==> src/rtl/ahb_pkg.sv <==
// Shared AHB-Lite encodings and helpers for the interconnect slice.
package ahb_pkg;

    localparam logic [1:0] HTRANS_IDLE   = 2'b00;
    localparam logic [1:0] HTRANS_BUSY   = 2'b01;
    localparam logic [1:0] HTRANS_NONSEQ = 2'b10;
    localparam logic [1:0] HTRANS_SEQ    = 2'b11;

    localparam logic [1:0] HRESP_OKAY  = 2'b00;
    localparam logic [1:0] HRESP_ERROR = 2'b01;

    typedef enum logic [1:0] {
        DS_IDLE = 2'b00,
        DS_ERR1 = 2'b01,
        DS_ERR2 = 2'b10
    } def_state_e;

    // Ceiling log2; returns 0 for n <= 1.
    function automatic int unsigned clog2(input int unsigned n);
        int unsigned v;
        int unsigned r;
        v = 1;
        r = 0;
        while (v < n) begin
            v = v << 1;
            r = r + 1;
        end
        return r;
    endfunction

endpackage

==> src/rtl/ahb_lite_interconnect_if.sv <==
// Bus bundle between one AHB-Lite master, the interconnect and N slaves.
interface ahb_lite_interconnect_if #(
    parameter int unsigned NUM_SLAVES = 4,
    parameter int unsigned ADDR_WIDTH = 32,
    parameter int unsigned DATA_WIDTH = 32
);
    logic [ADDR_WIDTH-1:0]            HADDR;
    logic [1:0]                       HTRANS;
    logic                             HWRITE;
    logic [2:0]                       HSIZE;
    logic [DATA_WIDTH-1:0]            HRDATA;
    logic                             HREADY;
    logic [1:0]                       HRESP;
    logic [NUM_SLAVES-1:0]            s_HSEL;
    logic [NUM_SLAVES*DATA_WIDTH-1:0] s_HRDATA;
    logic [NUM_SLAVES-1:0]            s_HREADYOUT;
    logic [NUM_SLAVES*2-1:0]          s_HRESP;

    modport master (
        output HADDR, HTRANS, HWRITE, HSIZE,
        input  HRDATA, HREADY, HRESP
    );

    modport slave (
        input  HADDR, HTRANS, HWRITE, HSIZE, HREADY, s_HSEL,
        output s_HRDATA, s_HREADYOUT, s_HRESP
    );

    modport fabric (
        input  HADDR, HTRANS, HWRITE, HSIZE, s_HRDATA, s_HREADYOUT, s_HRESP,
        output HRDATA, HREADY, HRESP, s_HSEL
    );
endinterface

==> src/rtl/ahb_default_slave.sv <==
// Default slave for unmapped addresses: two-cycle ERROR response plus a
// saturating count of the active transfers it has rejected.
module ahb_default_slave
    import ahb_pkg::*;
#(
    parameter int unsigned CNT_WIDTH = 16
) (
    input  logic                 HCLK,
    input  logic                 HRESETn,
    input  logic                 HREADY,
    input  logic [1:0]           HTRANS,
    input  logic                 sel,
    output logic                 readyout,
    output logic [1:0]           resp,
    output logic [CNT_WIDTH-1:0] err_count
);

    def_state_e state, state_nxt;
    logic       readyout_nxt;
    logic [1:0] resp_nxt;
    logic       err_hit;
    logic       unused_htrans0;

    assign unused_htrans0 = HTRANS[0];

    // Next state, with outputs decoded from the next state so they register cleanly.
    always_comb begin
        state_nxt = state;
        err_hit   = HTRANS[1] && sel;
        case (state)
            DS_IDLE: if (HREADY && err_hit) state_nxt = DS_ERR1;
            DS_ERR1: state_nxt = DS_ERR2;
            DS_ERR2: state_nxt = err_hit ? DS_ERR1 : DS_IDLE;
            default: state_nxt = DS_IDLE;
        endcase
        readyout_nxt = (state_nxt != DS_ERR1);
        resp_nxt     = (state_nxt == DS_IDLE) ? HRESP_OKAY : HRESP_ERROR;
    end

    always_ff @(posedge HCLK or negedge HRESETn) begin
        if (!HRESETn) begin
            state     <= DS_IDLE;
            readyout  <= 1'b1;
            resp      <= HRESP_OKAY;
            err_count <= '0;
        end else begin
            state    <= state_nxt;
            readyout <= readyout_nxt;
            resp     <= resp_nxt;
            if (state_nxt == DS_ERR1 && err_count != '1)
                err_count <= err_count + CNT_WIDTH'(1);
        end
    end

endmodule

==> src/rtl/ahb_lite_interconnect.sv <==
// Single-master, N-slave AHB-Lite interconnect: address decode, registered
// data-phase select, response mux and an internal default slave.
module ahb_lite_interconnect
    import ahb_pkg::*;
#(
    parameter int unsigned NUM_SLAVES = 4,
    parameter int unsigned ADDR_WIDTH = 32,
    parameter int unsigned DATA_WIDTH = 32,
    parameter int unsigned REGION_LSB = 12,
    parameter int unsigned CNT_WIDTH  = 16
) (
    input  logic                          HCLK,
    input  logic                          HRESETn,
    ahb_lite_interconnect_if.fabric       bus,
    output logic [CNT_WIDTH-1:0]          err_count
);

    localparam int unsigned SEL_W = clog2(NUM_SLAVES);
    localparam int unsigned IDX_W = (SEL_W == 0) ? 1 : SEL_W;

    logic [IDX_W-1:0]      idx;
    logic                  upper_zero;
    logic                  mapped;
    logic [NUM_SLAVES-1:0] hsel_c;
    logic [IDX_W-1:0]      dsel_idx;
    logic                  dsel_def;
    logic                  def_readyout;
    logic [1:0]            def_resp;
    logic [DATA_WIDTH-1:0] hrdata_c;
    logic                  hready_c;
    logic [1:0]            hresp_c;
    logic                  unused_ctrl;

    assign unused_ctrl = ^{bus.HWRITE, bus.HSIZE, bus.HTRANS[0]};

    // Address decode; slaves qualify the select with HTRANS and HREADY themselves.
    assign upper_zero = ((bus.HADDR >> (REGION_LSB + SEL_W)) == '0);
    assign idx        = IDX_W'(bus.HADDR >> REGION_LSB);
    assign mapped     = upper_zero && (32'(idx) < NUM_SLAVES);

    always_comb begin
        hsel_c = '0;
        for (int i = 0; i < NUM_SLAVES; i++)
            hsel_c[i] = mapped && (idx == IDX_W'(i));
    end

    assign bus.s_HSEL = hsel_c;

    // Data-phase owner advances only when the current data phase completes.
    always_ff @(posedge HCLK or negedge HRESETn) begin
        if (!HRESETn) begin
            dsel_def <= 1'b1;
            dsel_idx <= '0;
        end else if (hready_c) begin
            dsel_def <= !mapped;
            dsel_idx <= idx;
        end
    end

    always_comb begin
        hrdata_c = '0;
        hready_c = def_readyout;
        hresp_c  = def_resp;
        if (!dsel_def) begin
            for (int i = 0; i < NUM_SLAVES; i++) begin
                if (dsel_idx == IDX_W'(i)) begin
                    hrdata_c = bus.s_HRDATA[i*DATA_WIDTH +: DATA_WIDTH];
                    hready_c = bus.s_HREADYOUT[i];
                    hresp_c  = bus.s_HRESP[i*2 +: 2];
                end
            end
        end
    end

    assign bus.HRDATA = hrdata_c;
    assign bus.HREADY = hready_c;
    assign bus.HRESP  = hresp_c;

    ahb_default_slave #(
        .CNT_WIDTH (CNT_WIDTH)
    ) u_default_slave (
        .HCLK      (HCLK),
        .HRESETn   (HRESETn),
        .HREADY    (hready_c),
        .HTRANS    (bus.HTRANS),
        .sel       (!mapped),
        .readyout  (def_readyout),
        .resp      (def_resp),
        .err_count (err_count)
    );

endmodule

==> src/flat_wrapper.sv <==
// flat-port wrapper written by rule: the top's interface ports become plain ports
module ahb_lite_interconnect_flat import ahb_pkg::*;
#(
    parameter int unsigned NUM_SLAVES = 4,
    parameter int unsigned ADDR_WIDTH = 32,
    parameter int unsigned DATA_WIDTH = 32,
    parameter int unsigned REGION_LSB = 12,
    parameter int unsigned CNT_WIDTH  = 16
)
  (HCLK, HRESETn, err_count, bus_HADDR, bus_HTRANS, bus_HWRITE, bus_HSIZE, bus_s_HRDATA, bus_s_HREADYOUT, bus_s_HRESP, bus_HRDATA, bus_HREADY, bus_HRESP, bus_s_HSEL);
  ahb_lite_interconnect_if #(.NUM_SLAVES(NUM_SLAVES), .ADDR_WIDTH(ADDR_WIDTH), .DATA_WIDTH(DATA_WIDTH)) bus_i ();
  input  logic HCLK;
  input  logic HRESETn;
  output logic [CNT_WIDTH-1:0] err_count;
  input wire logic [$bits(bus_i.HADDR)-1:0] bus_HADDR;
  input wire logic [$bits(bus_i.HTRANS)-1:0] bus_HTRANS;
  input wire logic [$bits(bus_i.HWRITE)-1:0] bus_HWRITE;
  input wire logic [$bits(bus_i.HSIZE)-1:0] bus_HSIZE;
  input wire logic [$bits(bus_i.s_HRDATA)-1:0] bus_s_HRDATA;
  input wire logic [$bits(bus_i.s_HREADYOUT)-1:0] bus_s_HREADYOUT;
  input wire logic [$bits(bus_i.s_HRESP)-1:0] bus_s_HRESP;
  output wire logic [$bits(bus_i.HRDATA)-1:0] bus_HRDATA;
  output wire logic [$bits(bus_i.HREADY)-1:0] bus_HREADY;
  output wire logic [$bits(bus_i.HRESP)-1:0] bus_HRESP;
  output wire logic [$bits(bus_i.s_HSEL)-1:0] bus_s_HSEL;
  assign bus_i.HADDR = bus_HADDR;
  assign bus_i.HTRANS = bus_HTRANS;
  assign bus_i.HWRITE = bus_HWRITE;
  assign bus_i.HSIZE = bus_HSIZE;
  assign bus_i.s_HRDATA = bus_s_HRDATA;
  assign bus_i.s_HREADYOUT = bus_s_HREADYOUT;
  assign bus_i.s_HRESP = bus_s_HRESP;
  assign bus_HRDATA = bus_i.HRDATA;
  assign bus_HREADY = bus_i.HREADY;
  assign bus_HRESP = bus_i.HRESP;
  assign bus_s_HSEL = bus_i.s_HSEL;
  ahb_lite_interconnect #(.NUM_SLAVES(NUM_SLAVES), .ADDR_WIDTH(ADDR_WIDTH), .DATA_WIDTH(DATA_WIDTH), .REGION_LSB(REGION_LSB), .CNT_WIDTH(CNT_WIDTH)) u_core (.HCLK(HCLK), .HRESETn(HRESETn), .bus(bus_i), .err_count(err_count));
endmodule
==> config.mk <==
export PLATFORM = sky130hd
export DESIGN_NAME = ahb_lite_interconnect_flat
export DESIGN_NICKNAME = d
export VERILOG_FILES = /design/src/rtl/ahb_pkg.sv /design/src/rtl/ahb_lite_interconnect_if.sv /design/src/rtl/ahb_default_slave.sv /design/src/rtl/ahb_lite_interconnect.sv /design/src/flat_wrapper.sv
export SDC_FILE = /design/constraint.sdc
export NUM_CORES = 1
export LEC_CHECK = 0
export ABC_AREA = 0
export BUFFER_PORTS_ARGS = -buffer_cell sky130_fd_sc_hd__buf_2
export CORE_ASPECT_RATIO = 0.7
export CORE_MARGIN = 3
export CORE_UTILIZATION = 35
export DETAILED_ROUTE_END_ITERATION = 6
export GPL_ROUTABILITY_DRIVEN = 0
export PLACE_DENSITY_LB_ADDON = 0.25
export SYNTH_ARGS = -nofsm -noshare
export SYNTH_HDL_FRONTEND = slang
export SYNTH_HIERARCHICAL = 1
export SYNTH_SLANG_ARGS = --single-unit
export TNS_END_PERCENT = 1
==> constraint.sdc <==
create_clock -name HCLK -period 6.97 [get_ports HCLK]
set_clock_uncertainty 0.1 [all_clocks]
set_input_delay 1.394 -clock HCLK [delete_from_list [all_inputs] [get_ports HCLK]]
set_output_delay 1.394 -clock HCLK [all_outputs]
set_load 0.05 [all_outputs]
==> results.json <==
{
  "tightestPinTransition_ns": 0.878,
  "grt-ovfl-total": 0,
  "status": "completed",
  "slew_viol_final": 0,
  "synth_xor_area_share_pct": 4.25,
  "coreArea_um2": 5990,
  "clk_pin_slew_worst_paths_ns": 0.08,
  "worst-path-max-fanout": 4,
  "synthAdderAreaFrac_pct": 0.552,
  "grt_setup_unrepaired": "no",
  "syn2layout_area_growth_pct": 51.7,
  "cts_setup_buffers": 0,
  "period_share_pct": 62.0,
  "numCtsBuffers": 3,
  "crit_path_end_kind": "output pin",
  "syn_inst": 189,
  "insertion_delay_ns": 0.26,
  "dpl.hpwl_um": 7310,
  "cp-endpoint": "bus_s_HSEL[2]",
  "dieArea_um2": 7500,
  "sw_frac_of_total_pct": 40.6,
  "io_pins": 235,
  "synth-seq-cells": 23,
  "startpoint": "bus_HADDR[17]",
  "vdd_drop_max_v": 0.000261,
  "p_int_mw": 0.325,
  "drtIter0Drc": 77,
  "antenna_found_initial": 1,
  "p_clk_share_pct": 15.0,
  "critPathArrivalTime_ns": 2.82,
  "synth_mux_area_share_pct": 38.2,
  "wl_per_cell_um": 17.8,
  "crit_required_ns": 5.48,
  "final_common_cell": "buf_2",
  "seq_power_share_pct": 33.9,
  "fp.dieW_um": 102,
  "cts_tree": "built",
  "synth_top_family_by_area": "multiplexers",
  "combPwrFrac_pct": 51.1,
  "syn_avg_cell_area_um2": 12.0,
  "rows": 23,
  "startpoint_type": "input pin",
  "synth-warning-count": 6,
  "syn_area_um2": 2270,
  "ctsHoldBuffers": 0,
  "ys.flop_type": "dfrtp_1",
  "max_freq_mhz": 232,
  "routed_via_density": 5.11,
  "hold_violations": 0,
  "max_slew_margin_pct": 41.4,
  "cts_max_level": 1,
  "ys_types": 43,
  "r2r_start": "u_core/dsel_idx[0]",
  "rrSetupSlack_ns": 3.75,
  "vias": 2427,
  "power.density_nw_per_um2": 159,
  "cts_resized": 0,
  "synth_seq_area_share_pct": 25.5,
  "wl_um": 8470,
  "track_usage_pct": 21.9,
  "grt_pass1_vias": 2484,
  "setup_viol": 0,
  "hold_path.class": "reg -> reg",
  "grt_pass1_wl_um": 12400,
  "grt_start_max_net_pins": 37,
  "drive_gt1_share_pct": 68.2,
  "syn_nets": 370,
  "ys_async_sr_fraction_pct": 100,
  "dieHeight_um": 73.4,
  "switching_power_mw": 0.222,
  "synth_compound_area_share_pct": 3.09,
  "first_pass_iters": 4,
  "fin_tns_setup_ns": 0,
  "crit_type": "in -> out",
  "cts_root_buf": "clkbuf_8",
  "p_leak_nw": 1.80,
  "final_cell_mix": "217 x buf_2, 35 x mux4_2, 32 x and2_1",
  "fin_nets": 581,
  "clockBufferDepth": 2,
  "post-route-min-period_ns": 4.32,
  "reg2regPathDepth": 8,
  "drv_cap": 0,
  "power.total_mw": 0.548,
  "clock_sinks": 23,
  "synth-simple-area-share_pct": 24.4,
  "start_util_pct": 37.9,
  "ant_nets": 0,
  "post-route-drc-count": 0,
  "port_buffers": 217,
  "reg2reg_to": "u_core/u_default_slave/err_count[1]",
  "synth-edff-count": 0
}
[metal layers]
layer	global-route usage (%)	part of all wire (%)	up-vias
li1	-	-	1158
met1	25.6	38	1150
met2	42.0	53	109
met3	3.98	7.7	10
met4	4.66	1.4	0
met5	0	0	-
[cell families after synthesis]
group           count (synthesis)
compound gates                  8
other cells                     1
mux                            41
fa+ha+maj                       1
simple gates                   87
buf+inv                        17
xor+xnor                       11
flops                          23
[layout make-up]
| class | instances | area, um2 |
|---|---|---|
| sequential | 23 | 579 |
| multi-input combinational | 149 | 1600 |
| inverter | 4 | 15.0 |
| clock buffer | 3 | 41.3 |
| tap | 75 | 93.8 |
| fill | 536 | 2540 |
| clock inverter | 1 | 5.00 |
| timing repair buffer | 219 | 1100 |
| antenna | 1 | 2.50 |
[power by group through the flow]
stage	sequential (mW)	combinational (mW)	clock, mW
detailed placement	0.187	0.283	0
CTS	0.185	0.283	0.0851
global route	0.189	0.302	0.0903
finish	0.186	0.280	0.0819
global placement	0.187	0.278	0
floorplan	0.242	0.141	0
[cell usage after synthesis (2+ instances only)]
master	instances	share of area, %
nand3_1	10	2.2
mux2_2	3	1.5
dfrtp_1	21	23
inv_1	4	0.66
and3_1	3	0.83
nor3b_1	3	0.99
nor2b_1	2	0.55
nand2_1	11	1.8
nor3_1	3	0.66
nand4_1	3	0.83
dfstp_2	2	2.3
nor4_1	7	1.9
and2_1	32	8.8
xnor2_1	6	2.3
xor2_1	5	1.9
nor2_1	2	0.33
buf_2	4	0.88
mux4_2	35	35
nor4_4	2	1.9
buf_1	2	0.33
clkbuf_1	4	0.66
mux2_1	2	0.99
o21ai_0	2	0.44
buf_6	2	0.99
[worst max-delay path: stages]
cell	delay (ns)
buf_2	0.09
nor4_1	0.30
nand2_1	0.12
nor2_1	0.21
inv_1	0.14
nor3b_1	0.25
buf_2	0.32
[sequential cells by signal, indices dropped and copies added, names as in the netlist]
signal,cells
u_core/u_default_slave/state,2
u_core/u_default_slave/readyout,1
u_core/dsel_idx,2
u_core/dsel_def,1
u_core/u_default_slave/resp,1
u_core/u_default_slave/err_count,16
[stage by stage]
step                area, um2  util (%)  hold WS, ns  worst slack, ns  cells
floorplan                2270         -        0.374             2.28    189
global placement         3390      56.7        0.399             2.69    470
detailed placement       3390      56.7        0.407             2.64    470
CTS                      3440      57.4        0.424             2.63    474
global route             3440      57.5        0.458             2.54    475
finish                   3440      57.5        0.418             2.65    475
[worst min-delay path by stage]
stage | end | cells after the start | slack, ns | from
2_1_floorplan | u_core/u_default_slave/state[1] | 1 | 0.37 | u_core/u_default_slave/state[1]
3_3_place_gp | u_core/u_default_slave/state[1] | 1 | 0.40 | u_core/u_default_slave/state[1]
3_5_place_dp | u_core/u_default_slave/state[1] | 1 | 0.41 | u_core/u_default_slave/state[1]
4_1_cts | u_core/u_default_slave/state[1] | 1 | 0.42 | u_core/u_default_slave/state[1]
5_1_grt | u_core/u_default_slave/state[1] | 1 | 0.46 | u_core/u_default_slave/state[1]
6_report | u_core/u_default_slave/err_count[7] | 1 | 0.42 | u_core/u_default_slave/err_count[7]
No activity file was read; power rests on OpenSTA's default activity.
